File: config.mk
export PLATFORM = sky130hd
export DESIGN_NAME = count_accumulator_flat
export DESIGN_NICKNAME = d
export VERILOG_FILES = /design/src/rtl/count_accumulator_if.sv /design/src/rtl/count_accumulator.sv /design/src/flat_wrapper.sv
export SDC_FILE = /design/constraint.sdc
export NUM_CORES = 1
export LEC_CHECK = 0
export ABC_AREA = 1
export CAP_MARGIN = 25
export CORE_AREA = 3 3 61 63
export CTS_CLUSTER_SIZE = 8
export DETAILED_ROUTE_END_ITERATION = 8
export DIE_AREA = 0 0 64 66
export DONT_BUFFER_PORTS = 1
export SLEW_MARGIN = 20
export SYNTH_ARGS = -nofsm -noshare
export SYNTH_HDL_FRONTEND = slang
export SYNTH_SLANG_ARGS = --single-unit
File: constraint.sdc
create_clock -name Clk -period 2.25 [get_ports Clk]
set_input_delay 0.45 -clock Clk [delete_from_list [all_inputs] [get_ports Clk]]
set_output_delay 0.45 -clock Clk [all_outputs]
set_load 0.005 [all_outputs]
File: src/rtl/count_accumulator_if.sv
// count_accumulator_if
//   Groups the count_accumulator data/control and status signals.
//   ACC_W : accumulator width (must match the attached count_accumulator).
//   master : upstream/driver side (drives Count, Enable, Clear, Op;
//            observes Acc, Step, Wrap, Restart, Ovf, State).
//   slave  : count_accumulator side (the opposite directions).
interface count_accumulator_if #(
    parameter int ACC_W = 8
);
    logic [3:0]       Count;
    logic             Enable;
    logic             Clear;
    logic [1:0]       Op;
    logic [ACC_W-1:0] Acc;
    logic             Step;
    logic             Wrap;
    logic             Restart;
    logic             Ovf;
    logic [1:0]       State;

    modport master (
        output Count, Enable, Clear, Op,
        input  Acc, Step, Wrap, Restart, Ovf, State
    );

    modport slave (
        input  Count, Enable, Clear, Op,
        output Acc, Step, Wrap, Restart, Ovf, State
    );
endinterface

File: src/rtl/count_accumulator.sv
// count_accumulator
//   Samples a 4-bit upstream counter every clock, folds each increment into a
//   registered accumulator through a selectable ALU op (ADD/SUB/AND/XOR) and
//   flags wrap-around (15->0), upstream restarts and arithmetic overflow.
//   All outputs are registered; nothing from Count reaches an output
//   combinationally.
//
//   Ports:
//     Clk  : rising-edge clock
//     Rst  : asynchronous active-low reset
//     bus  : count_accumulator_if.slave
//            in : Count[3:0], Enable, Clear, Op[1:0]
//            out: Acc[ACC_W-1:0], Step, Wrap, Restart, Ovf, State[1:0]
//
//   Build option: define ACC_SATURATE_EN to clamp ADD overflow to all-ones
//   and SUB borrow to zero instead of wrapping (Ovf is set either way).
module count_accumulator #(
    parameter int ACC_W = 8
) (
    input  logic                Clk,
    input  logic                Rst,
    count_accumulator_if.slave  bus
);

    typedef enum logic [1:0] {
        IDLE  = 2'b00,
        ACCUM = 2'b01,
        HOLD  = 2'b10
    } state_t;

    typedef enum logic [1:0] {
        OP_ADD = 2'b00,
        OP_SUB = 2'b01,
        OP_AND = 2'b10,
        OP_XOR = 2'b11
    } op_t;

    state_t           state_q;
    logic [3:0]       count_q;
    logic [ACC_W-1:0] acc_q;
    logic             step_q;
    logic             wrap_q;
    logic             restart_q;
    logic             ovf_q;

    logic [3:0]       count_inc;
    logic             is_change;
    logic             is_inc;
    logic             is_wrap;
    logic [ACC_W-1:0] count_ext;
    logic [ACC_W:0]   sum_ext;
    logic [ACC_W:0]   diff_ext;
    logic [ACC_W-1:0] acc_next;
    logic             ovf_set;

    assign count_inc = count_q + 4'd1;
    assign is_change = (bus.Count != count_q);
    assign is_inc    = (bus.Count == count_inc);
    assign is_wrap   = (count_q == 4'd15) && (bus.Count == 4'd0);
    assign count_ext = ACC_W'(bus.Count);

    // One extra bit captures ADD carry-out / SUB borrow.
    assign sum_ext   = {1'b0, acc_q} + {1'b0, count_ext};
    assign diff_ext  = {1'b0, acc_q} - {1'b0, count_ext};

    always_comb begin
        acc_next = acc_q;
        ovf_set  = 1'b0;
        case (op_t'(bus.Op))
            OP_ADD: begin
                acc_next = sum_ext[ACC_W-1:0];
                ovf_set  = sum_ext[ACC_W];
`ifdef ACC_SATURATE_EN
                if (sum_ext[ACC_W]) acc_next = '1;
`endif
            end
            OP_SUB: begin
                acc_next = diff_ext[ACC_W-1:0];
                ovf_set  = diff_ext[ACC_W];
`ifdef ACC_SATURATE_EN
                if (diff_ext[ACC_W]) acc_next = '0;
`endif
            end
            OP_AND: acc_next = acc_q & count_ext;
            OP_XOR: acc_next = acc_q ^ count_ext;
            default: acc_next = acc_q;
        endcase
    end

    always_ff @(posedge Clk or negedge Rst) begin
        if (!Rst) begin
            state_q   <= IDLE;
            count_q   <= '0;
            acc_q     <= '0;
            step_q    <= 1'b0;
            wrap_q    <= 1'b0;
            restart_q <= 1'b0;
            ovf_q     <= 1'b0;
        end else begin
            count_q   <= bus.Count;
            step_q    <= 1'b0;
            wrap_q    <= 1'b0;
            restart_q <= 1'b0;

            case (state_q)
                IDLE: begin
                    if (bus.Enable) state_q <= ACCUM;
                end
                ACCUM: begin
                    if (!bus.Enable) begin
                        state_q <= HOLD;
                    end else if (is_change) begin
                        if (is_inc) begin
                            acc_q  <= acc_next;
                            step_q <= 1'b1;
                            wrap_q <= is_wrap;
                            if (ovf_set) ovf_q <= 1'b1;
                        end else begin
                            acc_q     <= '0;
                            ovf_q     <= 1'b0;
                            restart_q <= 1'b1;
                        end
                    end
                end
                HOLD: begin
                    if (bus.Enable) state_q <= ACCUM;
                end
                default: state_q <= IDLE;
            endcase

            // Clear overrides whatever the state logic decided above,
            // but leaves the state itself untouched.
            if (bus.Clear) begin
                acc_q     <= '0;
                ovf_q     <= 1'b0;
                step_q    <= 1'b0;
                wrap_q    <= 1'b0;
                restart_q <= 1'b0;
            end
        end
    end

    assign bus.Acc     = acc_q;
    assign bus.Step    = step_q;
    assign bus.Wrap    = wrap_q;
    assign bus.Restart = restart_q;
    assign bus.Ovf     = ovf_q;
    assign bus.State   = state_q;

endmodule

File: src/flat_wrapper.sv
// flat-port wrapper written by rule: the top's interface ports become plain ports
module count_accumulator_flat 
#(
    parameter int ACC_W = 8
)
  (Clk, Rst, bus_Count, bus_Enable, bus_Clear, bus_Op, bus_Acc, bus_Step, bus_Wrap, bus_Restart, bus_Ovf, bus_State);
  count_accumulator_if #(.ACC_W(ACC_W)) bus_i ();
  input  logic Clk;
  input  logic Rst;
  input wire logic [$bits(bus_i.Count)-1:0] bus_Count;
  input wire logic [$bits(bus_i.Enable)-1:0] bus_Enable;
  input wire logic [$bits(bus_i.Clear)-1:0] bus_Clear;
  input wire logic [$bits(bus_i.Op)-1:0] bus_Op;
  output wire logic [$bits(bus_i.Acc)-1:0] bus_Acc;
  output wire logic [$bits(bus_i.Step)-1:0] bus_Step;
  output wire logic [$bits(bus_i.Wrap)-1:0] bus_Wrap;
  output wire logic [$bits(bus_i.Restart)-1:0] bus_Restart;
  output wire logic [$bits(bus_i.Ovf)-1:0] bus_Ovf;
  output wire logic [$bits(bus_i.State)-1:0] bus_State;
  assign bus_i.Count = bus_Count;
  assign bus_i.Enable = bus_Enable;
  assign bus_i.Clear = bus_Clear;
  assign bus_i.Op = bus_Op;
  assign bus_Acc = bus_i.Acc;
  assign bus_Step = bus_i.Step;
  assign bus_Wrap = bus_i.Wrap;
  assign bus_Restart = bus_i.Restart;
  assign bus_Ovf = bus_i.Ovf;
  assign bus_State = bus_i.State;
  count_accumulator #(.ACC_W(ACC_W)) u_core (.Clk(Clk), .Rst(Rst), .bus(bus_i));
endmodule
==> results.ini, run 1 <==
[clocking]
cts_tree=built
clk_pin_slew_worst_paths_ns=0.11
cts_resized=0
post_cts_setup_buffers=0
ctsHtreeMaxLevel=1
clk-insertion-delay-late_ns=0.29
clockBufferDepth=2
numCtsBuffers=3
clk_root_buffer_cell=sky130_fd_sc_hd__clkbuf_4
postCtsHoldBufs=1
clock_sink_count=18

[die]
design.portCount=24
fp.dieArea_um2=4220
core_area_um2=3280
die_width_um=64
initial_utilization=0.494
num_rows=21
die_height_um=66

[critical_path]
path_class=reg -> reg
crit_path_cell_trace=inv_1 -> ha_1 -> inv_1 -> fa_1 -> nand2_1 -> nand2_1 -> a21oi_1 -> nand4_1 -> nand2_1 -> nand3_1 -> a21oi_1
max_fo_critical_path=3
critical-path-max-stage-delay_ns=0.43
critical_path_required_ns=2.48
launching_instance_or_port_of_the_critical_path=u_core.bus.Acc[0]
critPathArrivalTime_ns=2.14
crit-reg2reg-launch=u_core.bus.Acc[0]
critical_path.slowest_cell=sky130_fd_sc_hd__dfrtp_1
cp_capture_type=flop
critical_path.startpoint_type=flop
cp_common_cell=sky130_fd_sc_hd__nand2_1

[routing]
routed_wire_length_per_instance_um=12.9
detailedRoute.firstIterationViolations=83
drt_pass1_iterations=4
drc=0
ant_nets=0
route.final.wire_length_mm=3.59
viasPerCell=5.22
route.vias.total=1450

[synthesis]
synthesis.nets=252
syn_area_um2=1620
sequential_fraction_of_the_synthesis_area=0.278
syn_area_per_cell_um2=7.03
synth.lib_cells_used.distinct=31
netlist_instances=231
synth.yosys.warnings=0
synth.ff_latch_count=18

[layout]
antenna_fix_cells=0
num-nets-final=254
register_area_um2=450
area.growth.synth_to_final_pct=4.24
final_layout_size_suffix_gt1_frac=0.172
multiInputGateArea_um2=1000
post_layout_nonfiller_instances=278
final.fill_count=345

[worst_hold_path]
start_point_of_the_worst_min_delay_path=bus_Count[2]
worst_hold_check_path_type=in -> reg

[placement]
gp_congestion=0.944
post-place-ws_ns=0.337
io_buffers=0
dpl.cell_count=273
dp.final_hpwl_mm=2.97

[grt]
gr-total-overflow=0
initial_antenna_violation_count=0
grt.total_usage=0.194
vias_in_the_first_global_route=1594
wire_length_of_the_first_global_routing_pass_mm=6.54
grt_start_max_net_pins=19

[timing]
slew_viol_final=0
fin_crit_share=0.849
hold_viol_final=0
timing.slew.headroom=0.441
rsz_0062_raised_after_global_routing=false
timing.setup.tns_ns=0
worst_setup_margin_ns=0.339
finalHoldWorstSlack_ns=0.170
achievable-frequency_mhz=523
worst_pin_slew_ns=0.836
finalCriticalPeriod_ns=1.91
setup-violations-final=0
finClkSkew_ns=0.00190

[power_and_ir_drop]
leakage_nw=0.868
finalPower_uw=718
power_density_nw_per_um2=424
irDropWorstVdd_mv=0.256

[run]
max_cap_violations=0

[status]
run_status=completed

-- kinds of logic after synthesis --
| kind of cell | share of synthesized area |
|---|---|
| simple gates | 0.418 |
| buf+inv | 0.105 |
| compound gates | 0.0948 |
| flops | 0.278 |
| fa+ha+maj | 0.0941 |
| xor+xnor | 0.0108 |
-- cell usage in the layout (no fill, tap or decap), types with 2 or more instances in the layout --
cell                       Yosys  final
sky130_fd_sc_hd__o21ai_2       2      2
sky130_fd_sc_hd__nand2_2      14     14
sky130_fd_sc_hd__nand2_4       3      3
sky130_fd_sc_hd__a21oi_1       6      6
sky130_fd_sc_hd__clkbuf_4      0      3
sky130_fd_sc_hd__nor3_1        2      2
sky130_fd_sc_hd__nand2_1      60     60
sky130_fd_sc_hd__o21ai_0      14     14
sky130_fd_sc_hd__nor2_4        3      3
sky130_fd_sc_hd__inv_2         5      5
sky130_fd_sc_hd__inv_1        30     30
sky130_fd_sc_hd__dfrtp_1      18     18
sky130_fd_sc_hd__nand4_1       4      4
sky130_fd_sc_hd__nor3_2        2      2
sky130_fd_sc_hd__ha_1          9      9
sky130_fd_sc_hd__nor2_2        2      2
sky130_fd_sc_hd__fa_1          2      2
sky130_fd_sc_hd__o22ai_1       2      2
sky130_fd_sc_hd__nor2_1       18     18
sky130_fd_sc_hd__nand3_1      22     22
-- area by class of cell --
| cell class | instances | share of cell area |
|---|---|---|
| Timing Repair Buffer | 1 | 0.00592 |
| Sequential cell | 18 | 0.266 |
| Tap cell | 46 | 0.0340 |
| Clock buffer | 4 | 0.0214 |
| Multi-Input combinational cell | 173 | 0.592 |
| Inverter | 36 | 0.0799 |
-- where the power goes --
group | total (mW) | internal, mW | leakage [nW] | switching, mW
clock network | 0.205 | 0.0986 | 0.0210 | 0.106
registers | 0.349 | 0.335 | 0.238 | 0.0144
logic | 0.164 | 0.0549 | 0.609 | 0.109
-- final timing paths --
| kind | cells after the start | slack (ns) | end |
|---|---|---|---|
| worst max-delay path | 11 | 0.34 | u_core.bus.Ovf |
| min in group asynchronous | 1 | 0.69 | u_core.bus.Acc[6] |
| max in group asynchronous | 1 | 1.05 | u_core.bus.Acc[0] |
| worst min-delay path | 0 | 0.17 | u_core.count_q[2] |
| worst min register to register | 1 | 0.55 | u_core.bus.State[0] |
| worst max register to register | 11 | 0.34 | u_core.bus.Ovf |
-- Yosys cell counts, drive strengths merged --
cell type	n	area, um2
a211oi	1	7.51
a21oi	7	46.3
buf	4	35.0
clkinv	1	3.75
dfrtp	18	450
fa	2	40.0
ha	9	113
inv	35	131
nand2	77	347
nand3	24	138
nand4	5	37.5
nor2	23	114
nor3	4	30.0
nor3b	1	12.5
o21ai	16	87.6
o22ai	2	12.5
xnor2	1	8.76
xor2	1	8.76
-- metrics by stage --
| step | instance area (um2) | utilization |
|---|---|---|
| floorplan | 1620 | - |
| global placement | 1650 | 0.501 |
| CTS | 1690 | 0.515 |
| finish | 1690 | 0.515 |
| detailed placement | 1650 | 0.501 |
| global route | 1690 | 0.515 |
-- per-layer routing --
| layer | routed length [um] | GRT usage |
|---|---|---|
| met3 | 177 | 0.0289 |
| met5 | 0 | 0 |
| met1 | 1500 | 0.225 |
| met4 | 71 | 0.0863 |
| met2 | 1850 | 0.352 |
-- sequential cells by signal, indices dropped and copies added, names as in the netlist --
name,flops
u_core.bus.Step,1
u_core.bus.Ovf,1
u_core.bus.Acc,8
u_core.bus.Restart,1
u_core.bus.State,2
u_core.count_q,4
u_core.bus.Wrap,1
-- critical path, delay by kind of cell (launching register included) --
kind	cells	cell delay [ns]
fa+ha+maj	2	0.52
flops	1	0.43
compound gates	2	0.31
buf+inv	2	0.14
simple gates	5	0.43
Note: power is estimated with default switching activity, not from simulation.
==> run 2: changes to the inputs <==
Clock period 2.25 ns to 1.9 ns, I/O delays scaled along.
==> run 2 against run 1 <==
Net effect: non-clock buffer count up 3; core utilization up 2.1 points; clock power up 17%; worst hold slack worse by 0.067 ns; first-iteration DRC count down 19%; critical endpoint unchanged; largest cell class unchanged.
==> results.ini, run 2 (synthesized netlist as in run 1, its figures left out) <==
[placement]
io_buffers=0  ; unchanged
dp.final_hpwl_mm=2.94  ; -0.89%
dpl.cell_count=273  ; unchanged
gp_congestion=0.926  ; -1.8%
post-place-ws_ns=-0.00431  ; -0.342 ns
placed_area_um2=1650  ; unchanged

[critical_path]
critical_path.slowest_cell=sky130_fd_sc_hd__dfrtp_1
r2r_cells=11  ; unchanged
max_fo_critical_path=3  ; unchanged
crit-reg2reg-launch=u_core.bus.Acc[0]
cp_common_cell=sky130_fd_sc_hd__inv_2
critical_path.startpoint_type=flop
critPathTopFamily=adder cells
critPathArrivalTime_ns=2.03  ; -0.11 ns
cp_capture_type=flop
worst_reg2reg_path_endpoint=u_core.bus.Ovf
worst-path-buf-inv=2  ; unchanged
critical_path_required_ns=2.12  ; -0.36 ns
critical-path-max-stage-delay_ns=0.43  ; about the same
reg2reg_slack_ns=0.09  ; -0.25 ns
path_class=reg -> reg
crit_path_cell_trace=inv_2 -> ha_4 -> inv_2 -> fa_2 -> nand2_2 -> nand2_4 -> a21oi_4 -> nand4_1 -> nand2_1 -> nand3_1 -> a21oi_1

[routing]
routed_wire_length_per_instance_um=13.0  ; +0.64%
route.vias.total=1458  ; +0.55%
viasPerCell=5.19  ; -0.52%
drt_pass1_iterations=4  ; unchanged
route.final.wire_length_mm=3.65  ; +1.7%
detailedRoute.firstIterationViolations=67  ; -19%
drc=0  ; unchanged
ant_nets=0  ; unchanged

[clocking]
clk-insertion-delay-late_ns=0.29  ; about the same
clk_pin_slew_worst_paths_ns=0.11  ; about the same
clockBufferDepth=2  ; unchanged
clk_root_buffer_cell=sky130_fd_sc_hd__clkbuf_4
ctsHtreeMaxLevel=1  ; unchanged
clock_sink_count=18  ; unchanged
numCtsBuffers=3  ; unchanged
cts_tree=built

[power_and_ir_drop]
power_density_nw_per_um2=489  ; +15%
leakage_nw=0.877  ; +0.95%
finalPower_uw=861  ; +20%
irDropWorstVdd_mv=0.353  ; +38%

[timing]
rsz_0062_raised_after_global_routing=true
timing.setup.tns_ns=0  ; unchanged
timing.slew.headroom=0.432  ; -0.00843
setup-violations-final=0  ; unchanged
worst_pin_slew_ns=0.849  ; +0.0126 ns
finalHoldWorstSlack_ns=0.103  ; -0.0671 ns
worst_setup_margin_ns=0.0883  ; -0.251 ns
slew_viol_final=0  ; unchanged
fin_crit_share=0.954  ; +0.104
hold_viol_final=0  ; unchanged
finalCriticalPeriod_ns=1.81  ; -0.0990 ns
finClkSkew_ns=0.00282  ; +0.000917 ns
achievable-frequency_mhz=552  ; +5.5%

[die]
initial_utilization=0.494  ; unchanged
die_height_um=66  ; unchanged
num_rows=21  ; unchanged
fp.dieArea_um2=4220  ; unchanged
die_width_um=64  ; unchanged
design.portCount=24  ; unchanged
core_area_um2=3280  ; unchanged

[grt]
vias_in_the_first_global_route=1450  ; -9.0%
initial_antenna_violation_count=0  ; unchanged
top_usage_layer=met2
gr-total-overflow=0  ; unchanged
grt.total_usage=0.192  ; -0.00204
gr_met1_demand_resource=0.230  ; +0.00471
wire_length_of_the_first_global_routing_pass_mm=6.45  ; -1.4%
globalRouteMet3Util=0.0289  ; unchanged
groute.layer.met2.usage=0.339  ; -0.0129
grt_start_max_net_pins=19  ; unchanged

[worst_hold_path]
start_point_of_the_worst_min_delay_path=bus_Count[1]
min_delay_path_depth=0  ; unchanged
hold_path_end=u_core.count_q[1]
worst_hold_check_path_type=in -> reg

[layout]
mostFrequentLayoutCell=sky130_fd_sc_hd__nand2_1
post_layout_nonfiller_instances=281  ; +1.1%
antenna_fix_cells=0  ; unchanged
post-route-util=0.536  ; +0.0213
largest_reg_flops=8  ; unchanged
layout.cell_area.non_filler_um2=1760  ; +4.1%
num-nets-final=257  ; +1.2%
final_layout_size_suffix_gt1_frac=0.234  ; +0.0616
mostFrequentLayoutCells=58 x sky130_fd_sc_hd__nand2_1, 28 x sky130_fd_sc_hd__inv_1, 22 x sky130_fd_sc_hd__nand3_1, 18 x sky130_fd_sc_hd__nor2_1, 17 x sky130_fd_sc_hd__dfrtp_1
area.growth.synth_to_final_pct=8.56

[status]
run_status=completed

[run]
max_cap_violations=0  ; unchanged

## run 2: changes by cell type in the layout (fill, tap and decap cells not counted), sizes merged
cell  delta
buf      +3
## run 2: cell type report
cell class | count | area (um2)
Fill cell | 339 | 1520
Multi-Input combinational cell | 173 | 1050
Sequential cell | 18 | 452
Inverter | 36 | 135
Tap cell | 46 | 57.6
Clock buffer | 4 | 36.3
Timing Repair Buffer | 4 | 32.5
## run 2: worst max-delay path by stage
stage / from / end / cells past startpoint
2_1_floorplan: u_core.bus.Acc[0] / u_core.bus.Acc[4] / 12
3_5_place_dp: u_core.bus.Acc[0] / u_core.bus.Ovf / 11
3_3_place_gp: u_core.bus.Acc[0] / u_core.bus.Acc[4] / 12
5_1_grt: u_core.bus.Acc[0] / u_core.bus.Ovf / 11
6_report: u_core.bus.Acc[0] / u_core.bus.Ovf / 11
4_1_cts: u_core.bus.Acc[0] / u_core.bus.Acc[4] / 12
## run 2: layer usage
layer / up-vias / part of all wire / wire (um)
met2: 16 / 0.51 / 1860
met1: 695 / 0.44 / 1610
met4: 0 / 0.014 / 51
li1: 743 / - / -
met5: - / 0 / 0
met3: 4 / 0.035 / 129
## run 2: what timing repair did
item / CTS / global route
endpoints found under the setup margin: 1 / 5
hold buffers: 1 / 0
pin swaps: 0 / 7
resized for setup: 1 / 15
setup buffers: 0 / 3
hold endpoints to repair: 18 / 0
cloned: 0 / 0
## run 2: power by group
part	internal [mW]	switching (mW)	total (mW)	leakage, nW
registers	0.396	0.0166	0.413	0.237
clock network	0.117	0.122	0.239	0.0210
logic	0.0742	0.135	0.209	0.619
